[src/rtl/elevator_pkg.sv]
// Shared types and constants for the elevator car controller.
//   state_e    : controller state encoding
//   dir_e      : travel direction (DIR_UP / DIR_DN)
//   MODE_*     : 2-bit mode codes shared with the mode/status display decoder
//   mode_of()  : maps a controller state to its display mode code
package elevator_pkg;

  typedef enum logic [2:0] {
    StIdle   = 3'd0,
    StMoveUp = 3'd1,
    StMoveDn = 3'd2,
    StDoor   = 3'd3,
    StMaint  = 3'd4
  } state_e;

  typedef enum logic {
    DIR_UP = 1'b0,
    DIR_DN = 1'b1
  } dir_e;

  localparam logic [1:0] MODE_IDLE  = 2'b00;
  localparam logic [1:0] MODE_MOVE  = 2'b01;
  localparam logic [1:0] MODE_DOOR  = 2'b10;
  localparam logic [1:0] MODE_MAINT = 2'b11;

  function automatic logic [1:0] mode_of(input state_e s);
    logic [1:0] m;
    case (s)
      StMoveUp, StMoveDn: m = MODE_MOVE;
      StDoor:             m = MODE_DOOR;
      StMaint:            m = MODE_MAINT;
      default:            m = MODE_IDLE;
    endcase
    return m;
  endfunction

endpackage

[src/rtl/elev_timer.sv]
// Loadable down-counter used for floor transit and door dwell timing.
//   clk   : clock, rising edge
//   rst_n : asynchronous active-low reset (count -> 0)
//   load  : load 'value' on this edge (takes priority over counting)
//   value : reload value
//   zero  : count is zero; the counter holds at zero
module elev_timer
  import elevator_pkg::*;
#(
  parameter int unsigned W = 2
) (
  input  logic         clk,
  input  logic         rst_n,
  input  logic         load,
  input  logic [W-1:0] value,
  output logic         zero
);

  logic [W-1:0] cnt_q;

  always_ff @(posedge clk or negedge rst_n) begin
    if (!rst_n) begin
      cnt_q <= '0;
    end else if (load) begin
      cnt_q <= value;
    end else if (cnt_q != '0) begin
      cnt_q <= cnt_q - W'(1);
    end
  end

  assign zero = (cnt_q == '0);

endmodule

[src/rtl/elevator_ctrl.sv]
// Elevator car-sequencing controller with SCAN scheduling.
//   clk       : clock, rising edge
//   rst_n     : asynchronous active-low reset
//   req       : per-floor call requests, sampled every edge
//   maint     : maintenance request
//   floor     : current floor
//   motor_up  : car travelling up
//   motor_dn  : car travelling down
//   door_open : door open command
//   Q1, Q0    : mode code for the display decoder (idle/move/door/maint)
// The car keeps its direction while calls lie ahead and reverses otherwise.
module elevator_ctrl
  import elevator_pkg::*;
#(
  parameter int unsigned N_FLOORS      = 4,
  parameter int unsigned TRAVEL_CYCLES = 4,
  parameter int unsigned DOOR_CYCLES   = 3,
  parameter int unsigned FW            = $clog2(N_FLOORS)
) (
  input  logic                clk,
  input  logic                rst_n,
  input  logic [N_FLOORS-1:0] req,
  input  logic                maint,
  output logic [FW-1:0]       floor,
  output logic                motor_up,
  output logic                motor_dn,
  output logic                door_open,
  output logic                Q1,
  output logic                Q0
);

  localparam int unsigned TMax = (TRAVEL_CYCLES > DOOR_CYCLES) ? TRAVEL_CYCLES : DOOR_CYCLES;
  localparam int unsigned TW   = (TMax > 1) ? $clog2(TMax) : 1;
  localparam logic [TW-1:0] TravelLoad = TW'(TRAVEL_CYCLES - 1);
  localparam logic [TW-1:0] DoorLoad   = TW'(DOOR_CYCLES - 1);

  state_e              state_q, state_d;
  dir_e                dir_q, dir_d;
  logic [FW-1:0]       floor_q, floor_d, arr;
  logic [N_FLOORS-1:0] pending_q, pending_d, pend_eff;
  logic                tmr_load, tmr_zero;
  logic [TW-1:0]       tmr_val;
  logic                clr_one, clr_all;
  logic [FW-1:0]       clr_idx;
  logic                above, below, arr_ahead, go_up, go_dn;

  function automatic logic any_above(input logic [N_FLOORS-1:0] m, input logic [FW-1:0] f);
    logic hit;
    hit = 1'b0;
    for (int unsigned i = 0; i < N_FLOORS; i++) begin
      if (m[i] && (i > 32'(f))) hit = 1'b1;
    end
    return hit;
  endfunction

  function automatic logic any_below(input logic [N_FLOORS-1:0] m, input logic [FW-1:0] f);
    logic hit;
    hit = 1'b0;
    for (int unsigned i = 0; i < N_FLOORS; i++) begin
      if (m[i] && (i < 32'(f))) hit = 1'b1;
    end
    return hit;
  endfunction

  elev_timer #(
    .W(TW)
  ) u_timer (
    .clk  (clk),
    .rst_n(rst_n),
    .load (tmr_load),
    .value(tmr_val),
    .zero (tmr_zero)
  );

  always_comb begin
    // Requests arriving this edge count as calls for every decision.
    pend_eff  = pending_q | req;
    above     = any_above(pend_eff, floor_q);
    below     = any_below(pend_eff, floor_q);
    // Current direction wins when calls exist on both sides.
    go_up     = above && ((dir_q == DIR_UP) || !below);
    go_dn     = below && ((dir_q == DIR_DN) || !above);
    arr       = (state_q == StMoveDn) ? floor_q - FW'(1) : floor_q + FW'(1);
    arr_ahead = (state_q == StMoveDn) ? any_below(pend_eff, arr) : any_above(pend_eff, arr);

    state_d  = state_q;
    dir_d    = dir_q;
    floor_d  = floor_q;
    tmr_load = 1'b0;
    tmr_val  = TravelLoad;
    clr_one  = 1'b0;
    clr_all  = 1'b0;
    clr_idx  = floor_q;

    unique case (state_q)
      StIdle: begin
        if (maint) begin
          state_d = StMaint;
          clr_all = 1'b1;
        end else if (pend_eff[floor_q]) begin
          state_d  = StDoor;
          tmr_load = 1'b1;
          tmr_val  = DoorLoad;
          clr_one  = 1'b1;
        end else if (go_up) begin
          state_d  = StMoveUp;
          dir_d    = DIR_UP;
          tmr_load = 1'b1;
        end else if (go_dn) begin
          state_d  = StMoveDn;
          dir_d    = DIR_DN;
          tmr_load = 1'b1;
        end
      end

      StMoveUp, StMoveDn: begin
        if (tmr_zero) begin
          floor_d = arr;
          if (pend_eff[arr]) begin
            state_d  = StDoor;
            tmr_load = 1'b1;
            tmr_val  = DoorLoad;
            clr_one  = 1'b1;
            clr_idx  = arr;
          end else if (arr_ahead) begin
            tmr_load = 1'b1;
          end else begin
            state_d = StIdle;
          end
        end
      end

      StDoor: begin
        // A call for this floor while the door is open extends the dwell.
        if (req[floor_q]) begin
          tmr_load = 1'b1;
          tmr_val  = DoorLoad;
        end else if (tmr_zero) begin
          if (maint) begin
            state_d = StMaint;
            clr_all = 1'b1;
          end else if (go_up) begin
            state_d  = StMoveUp;
            dir_d    = DIR_UP;
            tmr_load = 1'b1;
          end else if (go_dn) begin
            state_d  = StMoveDn;
            dir_d    = DIR_DN;
            tmr_load = 1'b1;
          end else begin
            state_d = StIdle;
          end
        end
      end

      StMaint: begin
        if (!maint) state_d = StIdle;
      end

      default: state_d = StIdle;
    endcase

    pending_d = pending_q;
    if (state_q != StMaint) begin
      pending_d = pending_q | req;
      if (state_q == StDoor) pending_d[floor_q] = pending_q[floor_q];
    end
    // Clearing on door entry overrides a same-edge request for that floor.
    if (clr_one) pending_d[clr_idx] = 1'b0;
    if (clr_all) pending_d = '0;
  end

  always_ff @(posedge clk or negedge rst_n) begin
    if (!rst_n) begin
      state_q   <= StIdle;
      dir_q     <= DIR_UP;
      floor_q   <= '0;
      pending_q <= '0;
      motor_up  <= 1'b0;
      motor_dn  <= 1'b0;
      door_open <= 1'b0;
      Q1        <= 1'b0;
      Q0        <= 1'b0;
    end else begin
      state_q   <= state_d;
      dir_q     <= dir_d;
      floor_q   <= floor_d;
      pending_q <= pending_d;
      motor_up  <= (state_d == StMoveUp);
      motor_dn  <= (state_d == StMoveDn);
      door_open <= (state_d == StDoor);
      {Q1, Q0}  <= mode_of(state_d);
    end
  end

  assign floor = floor_q;

endmodule

[config.mk]
export PLATFORM = sky130hd
export DESIGN_NAME = elevator_ctrl
export DESIGN_NICKNAME = d
export VERILOG_FILES = /design/src/rtl/elevator_pkg.sv /design/src/rtl/elev_timer.sv /design/src/rtl/elevator_ctrl.sv
export SDC_FILE = /design/constraint.sdc
export NUM_CORES = 1
export LEC_CHECK = 0
export BUFFER_PORTS_ARGS = -buffer_cell sky130_fd_sc_hd__clkbuf_2
export CORE_ASPECT_RATIO = 0.9
export CORE_MARGIN = 5
export CORE_UTILIZATION = 58
export CTS_CLUSTER_SIZE = 14
export DETAILED_ROUTE_END_ITERATION = 8
export PLACE_DENSITY = 0.85
export RECOVER_POWER = 100
export SLEW_MARGIN = 20
export SYNTH_ARGS = -nofsm -noshare
export SYNTH_HDL_FRONTEND = slang
export SYNTH_SLANG_ARGS = --single-unit
[constraint.sdc]
create_clock -name clk -period 3.45 [get_ports clk]
set_input_delay 0.1725 -clock clk [delete_from_list [all_inputs] [get_ports clk]]
set_output_delay 0.1725 -clock clk [all_outputs]
set_load 0.005 [all_outputs]
### Word level (Yosys, flattened, before mapping)

Cells that the tools add are included.

* reductions and logical operators: 29
* bitwise operators: 4
* add/subtract/negate cells: 3
* equal/unequal tests: 14
* muxes and demuxes: 85
* order comparisons: 17

Operators by type and width (number)
* $mux 1: 48
* $mux 3: 11
* $logic_and 1x1->1: 16
* $mux 2: 8
* $mux 4: 4
* $eq 3x2->1 const B: 4
* $pmux 3 s4: 1
* $ne 2x2->1 const B: 5
* $lt 2x3->1 const B: 3
* $bmux 1 s2: 4
* $gt 2x2->1 const A: 4
* $lt 1x2->1 const A: 4
* $eq 3x1->1 const B: 2
* $eq 3x3->1 const B: 2
* $pmux 1 s2: 3
* $pmux 1 s3: 2
* $pmux 2 s3: 1
* $reduce_and 6->1: 1
* $reduce_bool 2->1: 3
* $and 4x4->4: 1
* $bwmux 4: 1
* $demux 1 s2: 2
* $ge 2x1->1 const B: 2
* $gt 1x2->1 const A: 2
* 13 further kinds: 18

* bits of input ports: 7
* logic and storage cells: 162
* register bits: 17
* output and inout bits: 7

### Logic depth before layout (Yosys ltp)

* depth after elaboration: 17
* gate-level depth with buffers: 10
* depth with buffers taken out: 9

### Modules after synthesis

Synthesis repeated with hierarchy kept, for this count alone.

* cells, all modules: 152
* area total of the unflattened synthesis: 1343.8 um^2

By module, submodules not included
* elevator_ctrl: area each 1229.9 um^2, cells each 140, seq. area each 375.4 um^2, times used 1
* elev_timer: area each 113.9 um^2, cells each 12, seq. area each 50.0 um^2, times used 1

### Worst setup path before layout

Ideal clock, no wire load.

* kind: register to register
* from: register floor_q[0], in the netlist floor[0]
* to: register pending_q[1]
* period minus slack after synthesis: 2.444 ns
* data arrival time: 2.332 ns
* stages on the path, launching flop included: 9
* path buffers: 1
* data required time: 3.339 ns
* setup time: 0.111 ns
* slack: 1.006 ns
* cells stage by stage: dfrtp_1 -> buf_4 -> inv_1 -> ha_1 -> xnor2_1 -> mux2i_1 -> mux2_2 -> nor2_1 -> a2111oi_2

* word-level cells in the longest chain between the ends: 15
* elaborated cells on any way between the ends: 38
* those cells by class: add/sub: 2; order compare: 4; mux: 28; bitwise: 2; reduce/logical: 2

RTL lines
* start: declaration: line elevator_ctrl.sv:39 `logic [FW-1:0] floor_q, floor_d, arr;`
* start signal: assignment: line elevator_ctrl.sv:187 `floor_q <= floor_d;`
* $add 2x1->2 or $sub 2x1->2 (tied branches): line elevator_ctrl.sv:83 `arr = (state_q == StMoveDn) ? floor_q - FW'(1) : floor_q + FW'(1);`
* $mux 2: line elevator_ctrl.sv:83
* $bmux 1 s2: line elevator_ctrl.sv:119 `if (pend_eff[arr]) begin`
* $mux 1 (not written as such): line elevator_ctrl.sv:119
* $mux 2: line elevator_ctrl.sv:119
* $mux 2: line elevator_ctrl.sv:117 `if (tmr_zero) begin`
* $mux 2: line elevator_ctrl.sv:95 `unique case (state_q)`
* $lt 2x3->1 (not written as such) or $ge 2x1->1 (tied branches): line elevator_ctrl.sv:169 `if (clr_one) pending_d[clr_idx] = 1'b0;`
* $logic_and 1x1->1 (not written as such): line elevator_ctrl.sv:169
* $mux 1 (not written as such): line elevator_ctrl.sv:169
* $demux 1 s2: line elevator_ctrl.sv:169
* $not 4->4 (no line)
* $and 4x4->4 (no line)
* $mux 4: line elevator_ctrl.sv:169
* $mux 4 *: line elevator_ctrl.sv:170 `if (clr_all) pending_d = '0;`
* named net pending_d[1]: line elevator_ctrl.sv:40 `logic [N_FLOORS-1:0] pending_q, pending_d, pend_eff;`
* end signal: assignment: line elevator_ctrl.sv:188 `pending_q <= pending_d;`
* end: declaration: line elevator_ctrl.sv:40

Mark *: on every way through the listed nets, which the timed path passes. The rest lies on a longest branch. The select of a mux whose other input is x is not followed.
A chain may end at the register's enable or synchronous reset.

### Worst setup path after layout

* from: register floor_q[1], in the netlist floor[1]
* to: register pending_q[1]

Same word-level chain as after synthesis.

==> flow_summary.json <==
{
  "status": "finished, final reports clean",
  "drt_iter0_drc": 133,
  "die_area_um2": 3506,
  "route.vias.total": 1314,
  "reg2reg_to": "pending_q[1]",
  "grt_usage": 0.2238,
  "cts.clk_slew.worst_paths_ns": 0.11,
  "overflow": 0,
  "finalNonFillerCells": 198,
  "insertion_delay_ns": 0.30,
  "worstPathArrival_ns": 3.09,
  "slew_headroom": 0.3911,
  "cts_resized": 0,
  "clock-sinks": 17,
  "synth_edf_count": 0,
  "wire_per_inst_um": 18.05,
  "tightestPinTransition_ns": 0.9134,
  "cts_hold_buf": 1,
  "rr_worst_depth": 7,
  "cp_max_fo": 12,
  "antenna_cells": 0,
  "synthArstFlopShare": 1.000,
  "layout_common_cells": "nor2_1, dfrtp_1, o21ai_0, inv_1, clkbuf_2",
  "avgSynthCellArea_um2": 9.057,
  "wl_um": 3574,
  "crit_start": "floor[1]",
  "cts_max_path_buffers": 2,
  "fill_cells": 186,
  "clock-root-buffer": "clkbuf_4",
  "start_kind": "flop",
  "synth_top_area_frac": 0.3030,
  "viasPerCell": 6.636,
  "ys_warn_count": 0,
  "finalCritPeriodShare": 0.8515,
  "grt_pass1_vias": 1194,
  "crit_path_end_kind": "flop",
  "period_needed_ns": 2.938,
  "setup_viol": 0,
  "yosys.cell_types.count": 47,
  "io_buffer_count": 13,
  "finalSetupTns_ns": 0,
  "ant_nets": 0,
  "dp_hpwl_um": 2801,
  "slew_viol_final": 0,
  "core_region_area_um2": 2242,
  "final_core_util": 0.6724,
  "grt_pass1_wl_um": 5844,
  "rows": 16,
  "final_common_cell": "nor2_1",
  "cts_tree": "done",
  "die_x_um": 61.86,
  "pin_count": 14,
  "drtPass1Iterations": 4,
  "p_leak_uw": 0.0006192,
  "hold_class": "input pin to flop",
  "syn2layout_area_growth_pct": 7.398,
  "ys_seq_area_frac": 0.3030,
  "synth_area_leaders": "dfrtp_1, nor2_1, ha_1",
  "finalHoldViolCount": 0,
  "antenna_found_initial": 0,
  "ir_worst_vdd_mv": 0.6512,
  "placed_cells": 193,
  "drc_errors": 0,
  "drive_above_1_share": 0.1462,
  "initial_utilization": 0.6261,
  "clock_skew_ns": 0.002038,
  "r2r_slack_ns": 0.51,
  "synth-seq-cells": 17,
  "yosys_most_used_dff": "dfrtp_1",
  "hold_slack_ns": 0.2241,
  "fmax_mhz": 340.4,
  "die_y_um": 56.68,
  "min_path_cells": 2,
  "numCtsBuffers": 3,
  "power_density_nw_per_um2": 931.6,
  "post-cts-setup-buffers": 0,
  "endpoint": "pending_q[1]",
  "cap_viol_max_count": 0,
  "crit_required_ns": 3.60,
  "grt_max_degree": 18,
  "rsz0062_at_grt": "no",
  "crit_type": "flop to flop",
  "syn-num-nets": 168,
  "syn-cell-area_um2": 1404,
  "nets": 185,
  "htreeDepth": 1,
  "place.gp.congestion": 0.9448,
  "r2r-start": "floor[1]",
  "yosysTopAreaCell": "dfrtp_1",
  "synth_cells": 155
}
metal layers:
layer,GRT usage,wire [µm],vias up
met1,0.3524,1627,624
li1,-,-,608
met4,0.04848,46,0
met3,0.05275,369,7
met2,0.3064,1531,75
met5,0,0,-
sequential cells by signal, indices dropped and copies added (netlist names):
name,cells
pending_q,4
state_q,3
floor,2
u_timer.cnt_q,2
Q0,1
Q1,1
dir_q,1
door_open,1
motor_dn,1
motor_up,1
report_power, final:
group	total, µW	internal, µW	leakage, µW	switching (µW)
registers	375	283	0.000189	91.3
logic	916	385	0.000416	531
clock network	114	44.2	0.0000139	69.6
cell type report:
type | instances | area (µm²) | area share
clock buffer | 3 | 22.52 | 0.01494
clock inverter | 1 | 7.507 | 0.004979
sequential | 17 | 425.4 | 0.2822
inverter | 11 | 41.29 | 0.02739
timing repair buffer | 17 | 92.59 | 0.06141
multi-input combinational | 122 | 884.6 | 0.5867
tap | 27 | 33.78 | 0.02241
cells by family after synthesis:
logic type / share of synthesized area
buf+inv: 0.05258
fa+ha+maj: 0.05347
mux: 0.1230
flops: 0.3030
compound gates: 0.2175
xor+xnor: 0.02496
simple gates: 0.2255
metrics by stage:
step	area (µm²)	worst slack [ns]	total power, µW
floorplan	1404	1.006	1072
global route	1508	0.3567	1523
global placement	1493	0.9164	1253
detailed placement	1493	0.7615	1296
CTS	1533	0.6929	1417
finish	1508	0.5124	1405
how the worst min path moves through the flow:
| stage | startpoint | to |
|---|---|---|
| after detailed placement | rst_n | dir_q |
| after floorplan | rst_n | Q0 |
| after CTS | maint | state_q[2] |
| final | maint | state_q[2] |
| after global routing | maint | state_q[2] |
| after global placement | rst_n | dir_q |
Yosys cell counts (2+ instances only):
cell type,count
a2111oi_0,2
a2111oi_2,2
a211oi_1,3
a21oi_1,8
and2_1,2
buf_2,2
buf_4,3
dfrtp_1,17
ha_1,6
inv_1,10
mux2_2,2
mux2i_1,3
mux4_1,2
mux4_2,3
nand2_1,8
nand2b_1,3
nand3b_1,3
nor2_1,22
nor2b_1,3
nor3_1,7
nor4_1,3
o21ai_0,11
o221ai_1,2
or2_1,3
xnor2_1,3
critical path: stages (launching register included):
cell	delay, ns
dfrtp_1	0.63
inv_1	0.19
ha_1	0.37
xnor2_1	0.38
mux2i_1	0.43
mux2_2	0.26
nor2_1	0.04
a2111oi_0	0.48
No activity file was read; power rests on OpenSTA's default activity.
